<file path="src/rtl/lsu_mem_stage.sv">
// Memory-stage load/store unit: issues one transaction at a time on a
// valid/grant/rvalid data port and stalls the pipeline until it completes.
module lsu_mem_stage #(
    parameter int ADDR_W = 32,
    parameter int DATA_W = 32
) (
    input  logic              clk_i,
    input  logic              rst_n_i,
    input  logic              req_valid_i,
    input  logic              mem_write_i,
    input  logic [2:0]        funct3_i,
    input  logic [ADDR_W-1:0] addr_i,
    input  logic [DATA_W-1:0] wdata_i,
    output logic              busy_o,
    output logic              done_o,
    output logic              fault_o,
    output logic [DATA_W-1:0] rdata_o,
    output logic              dmem_req_o,
    output logic              dmem_we_o,
    output logic [ADDR_W-1:0] dmem_addr_o,
    output logic [3:0]        dmem_be_o,
    output logic [DATA_W-1:0] dmem_wdata_o,
    input  logic              dmem_gnt_i,
    input  logic              dmem_rvalid_i,
    input  logic [DATA_W-1:0] dmem_rdata_i
);

    typedef enum logic [1:0] {IDLE, REQ, WAIT, DONE} state_e;

    state_e              state_q, state_d;
    logic                we_q, we_d;
    logic [2:0]          funct3_q, funct3_d;
    logic [1:0]          off_q, off_d;
    logic [ADDR_W-1:0]   addr_q, addr_d;
    logic [3:0]          be_q, be_d;
    logic [DATA_W-1:0]   wdata_q, wdata_d;
    logic                fault_q, fault_d;
    logic [DATA_W-1:0]   rdata_q, rdata_d;

    logic                is_fault;
    logic [3:0]          be_new;
    logic [DATA_W-1:0]   wdata_new;
    logic [DATA_W-1:0]   lane;
    logic [DATA_W-1:0]   load_ext;

    always_ff @(posedge clk_i or negedge rst_n_i) begin
        if (!rst_n_i) begin
            state_q  <= IDLE;
            we_q     <= 1'b0;
            funct3_q <= 3'b000;
            off_q    <= 2'b00;
            addr_q   <= '0;
            be_q     <= 4'b0000;
            wdata_q  <= '0;
            fault_q  <= 1'b0;
            rdata_q  <= '0;
        end else begin
            state_q  <= state_d;
            we_q     <= we_d;
            funct3_q <= funct3_d;
            off_q    <= off_d;
            addr_q   <= addr_d;
            be_q     <= be_d;
            wdata_q  <= wdata_d;
            fault_q  <= fault_d;
            rdata_q  <= rdata_d;
        end
    end

    // Acceptance-time decode: legality/alignment and store lane placement.
    always_comb begin
        case (funct3_i)
            3'b000:  is_fault = 1'b0;
            3'b001:  is_fault = addr_i[0];
            3'b010:  is_fault = |addr_i[1:0];
            3'b100:  is_fault = mem_write_i;
            3'b101:  is_fault = mem_write_i | addr_i[0];
            default: is_fault = 1'b1;
        endcase

        be_new    = 4'b1111;
        wdata_new = '0;
        if (mem_write_i) begin
            case (funct3_i[1:0])
                2'b00: begin
                    be_new    = 4'b0001 << addr_i[1:0];
                    wdata_new = {4{wdata_i[7:0]}};
                end
                2'b01: begin
                    be_new    = 4'b0011 << addr_i[1:0];
                    wdata_new = {2{wdata_i[15:0]}};
                end
                default: begin
                    be_new    = 4'b1111;
                    wdata_new = wdata_i;
                end
            endcase
        end
    end

    always_comb begin
        lane = dmem_rdata_i >> {off_q, 3'b000};
        case (funct3_q)
            3'b000:  load_ext = {{24{lane[7]}}, lane[7:0]};
            3'b001:  load_ext = {{16{lane[15]}}, lane[15:0]};
            3'b100:  load_ext = {24'b0, lane[7:0]};
            3'b101:  load_ext = {16'b0, lane[15:0]};
            default: load_ext = lane;
        endcase
    end

    always_comb begin
        state_d = state_q;
        case (state_q)
            IDLE: if (req_valid_i) state_d = is_fault ? DONE : REQ;
            REQ:  if (dmem_gnt_i) state_d = (we_q || dmem_rvalid_i) ? DONE : WAIT;
            WAIT: if (dmem_rvalid_i) state_d = DONE;
            default: state_d = IDLE;
        endcase
    end

    // Operation context is captured once at acceptance and held until DONE.
    always_comb begin
        we_d     = we_q;
        funct3_d = funct3_q;
        off_d    = off_q;
        addr_d   = addr_q;
        be_d     = be_q;
        wdata_d  = wdata_q;
        fault_d  = fault_q;
        rdata_d  = rdata_q;
        case (state_q)
            IDLE: begin
                if (req_valid_i) begin
                    we_d     = mem_write_i;
                    funct3_d = funct3_i;
                    off_d    = addr_i[1:0];
                    addr_d   = {addr_i[ADDR_W-1:2], 2'b00};
                    be_d     = be_new;
                    wdata_d  = wdata_new;
                    fault_d  = is_fault;
                    rdata_d  = '0;
                end
            end
            REQ:  if (dmem_gnt_i && !we_q && dmem_rvalid_i) rdata_d = load_ext;
            WAIT: if (dmem_rvalid_i) rdata_d = load_ext;
            default: ;
        endcase
    end

    always_comb begin
        busy_o       = 1'b0;
        done_o       = 1'b0;
        fault_o      = 1'b0;
        rdata_o      = '0;
        dmem_req_o   = 1'b0;
        dmem_we_o    = 1'b0;
        dmem_addr_o  = '0;
        dmem_be_o    = 4'b0000;
        dmem_wdata_o = '0;
        case (state_q)
            IDLE: busy_o = req_valid_i;
            REQ: begin
                busy_o       = 1'b1;
                dmem_req_o   = 1'b1;
                dmem_we_o    = we_q;
                dmem_addr_o  = addr_q;
                dmem_be_o    = be_q;
                dmem_wdata_o = wdata_q;
            end
            WAIT: busy_o = 1'b1;
            default: begin
                done_o  = 1'b1;
                fault_o = fault_q;
                rdata_o = rdata_q;
            end
        endcase
    end

endmodule

</file>
<file path="config.mk">
export PLATFORM = sky130hd
export DESIGN_NAME = lsu_mem_stage
export DESIGN_NICKNAME = d
export VERILOG_FILES = /design/src/rtl/lsu_mem_stage.sv
export SDC_FILE = /design/constraint.sdc
export NUM_CORES = 1
export LEC_CHECK = 0
export CAP_MARGIN = 25
export CELL_PAD_IN_SITES_DETAIL_PLACEMENT = 0
export CELL_PAD_IN_SITES_GLOBAL_PLACEMENT = 1
export CORE_MARGIN = 3
export CORE_UTILIZATION = 34
export CTS_CLUSTER_SIZE = 14
export DETAILED_ROUTE_END_ITERATION = 7
export PLACE_DENSITY_LB_ADDON = 0.3
export SLEW_MARGIN = 10
export SYNTH_ARGS = -nofsm -noshare
export SYNTH_HDL_FRONTEND = slang
export SYNTH_SLANG_ARGS = --single-unit
</file>
<file path="constraint.sdc">
create_clock -name clk_i -period 2.6 [get_ports clk_i]
set_input_delay 0.52 -clock clk_i [delete_from_list [all_inputs] [get_ports clk_i]]
set_output_delay 0.52 -clock clk_i [all_outputs]
set_load 0.01 [all_outputs]
</file>
==> impl_metrics.csv, run 1 <==
group,metric,value,unit
logic_synthesis,ys_types,37,
global_route,overflow,0,
logic_synthesis,avgSynthCellArea,9.83,um2
sta,rsz0062_at_grt,"no",
sta,hold_ws,157,ps
floorplan,die_y,137,um
drt,vias,5119,
final_layout,multiInputGateArea,2970,um2
setup_path,critical-path-top-delay-family,"buffers and inverters",
final_layout,nets,902,
drt,drtIter0Drc,334,
global_route,grt_start_max_net_pins,86,
placed_design,io_buffers,207,
drt,firstDrtPassIters,5,
hold_path,hp-class,"in2async",
power,p_per_area,993,nW/um2
drt,ant_nets,0,
cts,clock-sinks,107,
drt,routed_wl,18400,um
cts,clockRootBuffer,"clkbuf_16",
drt,wl_per_cell,18.0,um
cts,clockBufferDepth,2,
final_layout,syn_to_final_growth,47.0,%
sta,hold_viol,0,
logic_synthesis,synth-edff-count,0,
setup_path,path_buf_inv,3,
logic_synthesis,yosysWarnings,0,
sta,fmaxAchievable,394,MHz
sta,slew_viol_final,0,
floorplan,io_pins,210,
cts,htree_num_levels,3,
power,ir_worst_vdd,0.000481,V
sta,period_needed,2540,ps
setup_path,worstPathRequired,2080,ps
sta,max_slew_margin,42.9,%
logic_synthesis,synth_seq_cells,107,
status,status,"finished, final reports clean",
floorplan,die_w,137,um
setup_path,cpMaxStageDelayCell,"clkdlybuf4s50_1",
setup_path,critPathKind,"reg2out",
sta,worstMarginPinSlew,853,ps
floorplan,start_util,35.0,%
power,p_leak,3.82,nW
logic_synthesis,synthCells,595,
logic_synthesis,synth_area,5850,um2
global_route,grt_pass1_wl,28200,um
drt,vias_per_cell,5.03,
cts,cts_tree,"yes",
floorplan,core,16700,um2
power,total_power,8.53,mW
logic_synthesis,ys_seq_area_share,45.8,%
cts,insertion_delay,340,ps
placed_design,hpwl,13400,um
floorplan,dieArea,18800,um2
placed_design,pre_cts_ws,156,ps
global_route,grt_pass1_vias,5299,
final_layout,insertedDiodeCount,0,
sta,fin_tns_setup,0,ps
setup_path,cp-end-kind,"output port",
cts,cts.clk_slew.worst_paths,70,ps
final_layout,nFillCells,1554,
final_layout,regArea,2680,um2
final_layout,layout_common_cells,"clkdlybuf4s50_1, dfrtp_1, and2_1",
logic_synthesis,synth_top_area_share,45.8,%
setup_path,path_cells,"inv_2 > ha_4 > buf_4 > and2_1 > clkdlybuf4s50_1",
sta,setup_ws,64.5,ps
final_layout,layout-drive-gt1-share,12.7,%
final_layout,final_common_cell,"clkdlybuf4s50_1",
drt,post-route-drc-count,0,
sta,skew,5.74,ps
placed_design,gp_congestion,0.878,
global_route,grt_use_total,19.2,%
global_route,antenna_found_initial,0,
logic_synthesis,synth_top_flop_cell,"dfrtp_1",
logic_synthesis,synthArstFlopShare,100,%
setup_path,cp_max_fo,7,
setup_path,critPathArrivalTime,2020,ps
logic_synthesis,synth.largest_area_cell,"dfrtp_1",
logic_synthesis,ys_top_cells_by_area,"dfrtp_1, and2_1, mux2_2, mux2i_1, o21ai_0",
sta,setup_viol,0,
sta,fin_crit_sh,97.5,%
job,max_cap_violations,0,
setup_path,cp-start-kind,"flip-flop",
setup_path,critical_path.max_stage_delay,550,ps
floorplan,num_rows,47,
cts,cts_made_buffers,9,
==> worst paths after layout <==
check                             from          endpoint  slack, ps  cells after the start
max in group asynchronous      rst_n_i       rdata_q[29]       1750                      2
min in group clk_i         wdata_q[20]       wdata_q[20]        480                      2
hold reg to reg            wdata_q[20]       wdata_q[20]        480                      2
hold / removal                 rst_n_i        wdata_q[5]        160                      1
setup reg to reg              off_q[1]       rdata_q[28]        600                      4
setup / recovery            state_q[1]  dmem_wdata_o[15]         60                      5
==> Yosys cell counts (7+ instances only) <==
cell type,instances
nand2_1,58
o21ai_0,61
mux2_2,49
nor2_1,32
clkbuf_1,38
a21oi_1,30
mux2i_1,40
o2bb2ai_1,17
and2_1,100
dfrtp_1,107
nand3b_1,8
o211ai_1,8
a32o_1,7
==> through the flow <==
step / std cells / utilization, % / instance area (um2)
after floorplan: 596 / - / 5850
after global placement: 998 / 49.2 / 8220
after detailed placement: 998 / 49.2 / 8220
after CTS: 1016 / 51.0 / 8520
after global routing: 1018 / 51.4 / 8590
final: 1018 / 51.4 / 8590
==> timing repair <==
item                                    in CTS  in global routing
cloned                                       0                  1
endpoints found under the setup margin      64                 71
resized for setup                            1                 15
hold buffers                                 0                  0
buffers inserted                             2                  1
==> cell families (layout without fill, tap and decap cells) <==
family                     after synthesis  in the layout  synth area share [%]
and+or+nand+nor                        208            208                  18.7
AOI/OAI and AO/OA                      132            132                  13.9
DFF                                    107            107                  45.8
muxes                                   91             91                  16.9
buffers and inverters                   52            254                  3.77
adders and majority gates                4              4                 0.856
other                                    1              2                0.0641
==> power by group <==
group	total, mW	switching, mW	leakage, nW	internal [mW]
registers	2.73	0.393	1.35	2.34
clock network	1.32	0.636	0.132	0.681
logic	4.48	2.24	2.33	2.25
total	8.53	3.26	3.82	5.27
==> per-layer routing <==
layer	routed length, um	track usage (%)
met5	0	0
met4	228	5.21
met3	1660	6.32
met2	8650	30.6
met1	7830	25.1
==> area by class of cell <==
class | instances | area share, %
Clock buffer | 11 | 2.83
Timing Repair Buffer | 234 | 27.7
Multi-Input combinational cell | 437 | 34.5
Sequential cell | 107 | 31.2
Inverter | 4 | 0.175
Tap cell | 220 | 3.20
Clock inverter | 5 | 0.437
==> state kept, by name, summed over array words and instances (netlist names) <==
signal,flops
addr_q,30
off_q,2
be_q,4
funct3_q,3
fault_q,1
rdata_q,32
state_q,2
wdata_q,32
we_q,1
Power figures use the tool's default switching activity.
==> run 2: changes to the inputs <==
Settings changed: SLEW_MARGIN 10 to default.
==> results of run 2 <==
No change in the layout: final DEF, timing and power equal those of run 1.
==> run 3: changes to the inputs <==
Settings changed: CTS_CLUSTER_SIZE 14 to default, REMOVE_ABC_BUFFERS from default to 1.
==> run 3 against run 2 <==
  * Core utilization increased by 0.20 points
  * Sequential share of layout area down 0.12 points
  * Die area is the same
  * Total power increased by 2.6%
  * Clock skew increased by 6.2 ps
  * Via count fell by 0.43%
  * Largest power group unchanged
  * Combinational power up 2%
  * Global-route usage down 0.19 points
==> impl_metrics.csv, run 3 (same netlist as run 1, synthesis figures left out) <==
group,metric,value,unit
status,status,"finished, final reports clean",
setup_path,crit_path_end,"rdata_o[15]",
final_layout,nFillCells,1528,
floorplan,die_y,137,um
sta,fmaxAchievable,388,MHz
cts,postCtsHoldBufs,0,
power,switching_share,37.4,%
sta,rsz0062_at_grt,"yes",
cts,cts.clk_slew.worst_paths,70,ps
final_layout,final_common_cell,"clkdlybuf4s50_1",
job,max_cap_violations,0,
hold_path,hp-class,"in2async",
floorplan,core,16700,um2
setup_path,critPathKind,"reg2out",
setup_path,cp-startpoint,"state_q[0]",
power,ir_worst_vdd,0.000539,V
setup_path,r2r_setup_slack,560,ps
global_route,grt_pass1_vias,5240,
cts,clockBufferDepth,2,
cts,cts_made_buffers,9,
cts,htree_num_levels,3,
final_layout,multiInputGateArea,2980,um2
power,p_int,5.48,mW
final_layout,top_regs,"rdata_q (32), wdata_q (32), addr_q (30)",
placed_design,placed_area,8250,um2
placed_design,dpl.cell_count,1001,
final_layout,instances_no_fill,1020,
final_layout,nets,904,
placed_design,io_buffers,207,
setup_path,cp_max_fo,33,
global_route,grt_start_max_net_pins,47,
power,p_leak,3.68,nW
cts,clock-sinks,107,
sta,period_needed,2570,ps
cts,clockRootBuffer,"clkbuf_16",
cts,insertion_delay,350,ps
floorplan,dieArea,18800,um2
sta,worstMarginPinSlew,605,ps
sta,fin_crit_sh,99.0,%
power,combPwrFrac,52.2,%
placed_design,gp_congestion,0.810,
drt,vias,5097,
setup_path,cp-end-kind,"output port",
placed_design,hpwl,12800,um
setup_path,r2r_start,"state_q[0]",
final_layout,insertedDiodeCount,0,
cts,cts_tree,"yes",
final_layout,layout-drive-gt1-share,12.9,%
drt,ant_nets,0,
drt,wl_per_cell,17.5,um
drt,vias_per_cell,5.00,
power,power_frac_clock,17.0,%
sta,setup_viol,0,
final_layout,finish.utilization,51.6,%
power,power.share.sequential,30.8,%
setup_path,critPathArrivalTime,2050,ps
global_route,grt_use_total,19.0,%
power,total_power,8.75,mW
sta,slew_viol_final,0,
power,p_switching,3.27,mW
final_layout,regArea,2680,um2
floorplan,num_rows,47,
sta,hold_viol,0,
global_route,antenna_found_initial,1,
sta,setup_ws,25.5,ps
floorplan,io_pins,210,
drt,routed_wl,17800,um
floorplan,die_w,137,um
power,p_per_area,1010,nW/um2
drt,firstDrtPassIters,5,
setup_path,worstPathRequired,2080,ps
drt,drtIter0Drc,128,
setup_path,r2r_cells,6,
setup_path,cp-start-kind,"flip-flop",
final_layout,syn_to_final_growth,47.5,%
global_route,grt_pass1_wl,28100,um
setup_path,r2r_end,"wdata_q[7]",
sta,max_slew_margin,59.5,%
drt,post-route-drc-count,0,
floorplan,start_util,35.0,%
final_layout,layout_common_cells,"clkdlybuf4s50_1, dfrtp_1, and2_1",
final_layout,final_cell_area,8630,um2
placed_design,pre_cts_ws,157,ps
global_route,overflow,0,
sta,skew,11.9,ps
## run 3: how the worst min path moves through the flow
stage	end	slack [ps]	cells after the start
after floorplan	addr_q[10]	220	0
after global placement	wdata_q[25]	460	2
after detailed placement	wdata_q[18]	460	2
after CTS	funct3_q[2]	140	1
after global routing	funct3_q[2]	160	1
final	wdata_q[19]	140	1
## run 3: timing repair
action                                  4_1_cts  5_1_grt
resized for setup                             3        4
gates cloned                                  1        0
endpoints found under the setup margin       60       36
buffers inserted                              2        0
## run 3: area by class of cell
type	instances	area share, %
multi-input cells	437	34.5
repair buffers	236	27.4
clock buffers	11	2.70
inverters	4	0.174
clock inverters	5	0.986
well taps	220	3.19
flip-flops and latches	107	31.0
## run 3: metrics by stage
| stage | hold WS [ps] | TNS [ps] |
|---|---|---|
| 3_3_place_gp | 455 | 0 |
| 6_report | 137 | 0 |
| 3_5_place_dp | 463 | 0 |
| 5_1_grt | 162 | -185 |
| 2_1_floorplan | 224 | -4510 |
| 4_1_cts | 145 | 0 |
## run 3: worst max-delay path, stage by stage, from the launching register on
cell and delay, ps:
dfrtp_1 450, ha_2 320, buf_12 200, and2_1 150, clkdlybuf4s50_1 580
## run 3: layer usage
layer / routed length (um) / vias up / global-route usage (%)
met4: 268 / 2 / 4.99
li1: - / 2435 / -
met2: 7960 / 201 / 29.0
met1: 7920 / 2439 / 25.4
met5: 9 / - / 0
met3: 1670 / 20 / 7.24
## run 3: power groups by stage
stage,clock [mW],sequential [mW],combinational [mW]
after global routing,1.60,2.78,5.01
after global placement,0,2.68,4.41
after CTS,1.53,2.70,4.63
final,1.49,2.70,4.57
after floorplan,0,2.70,2.46
after detailed placement,0,2.72,4.49
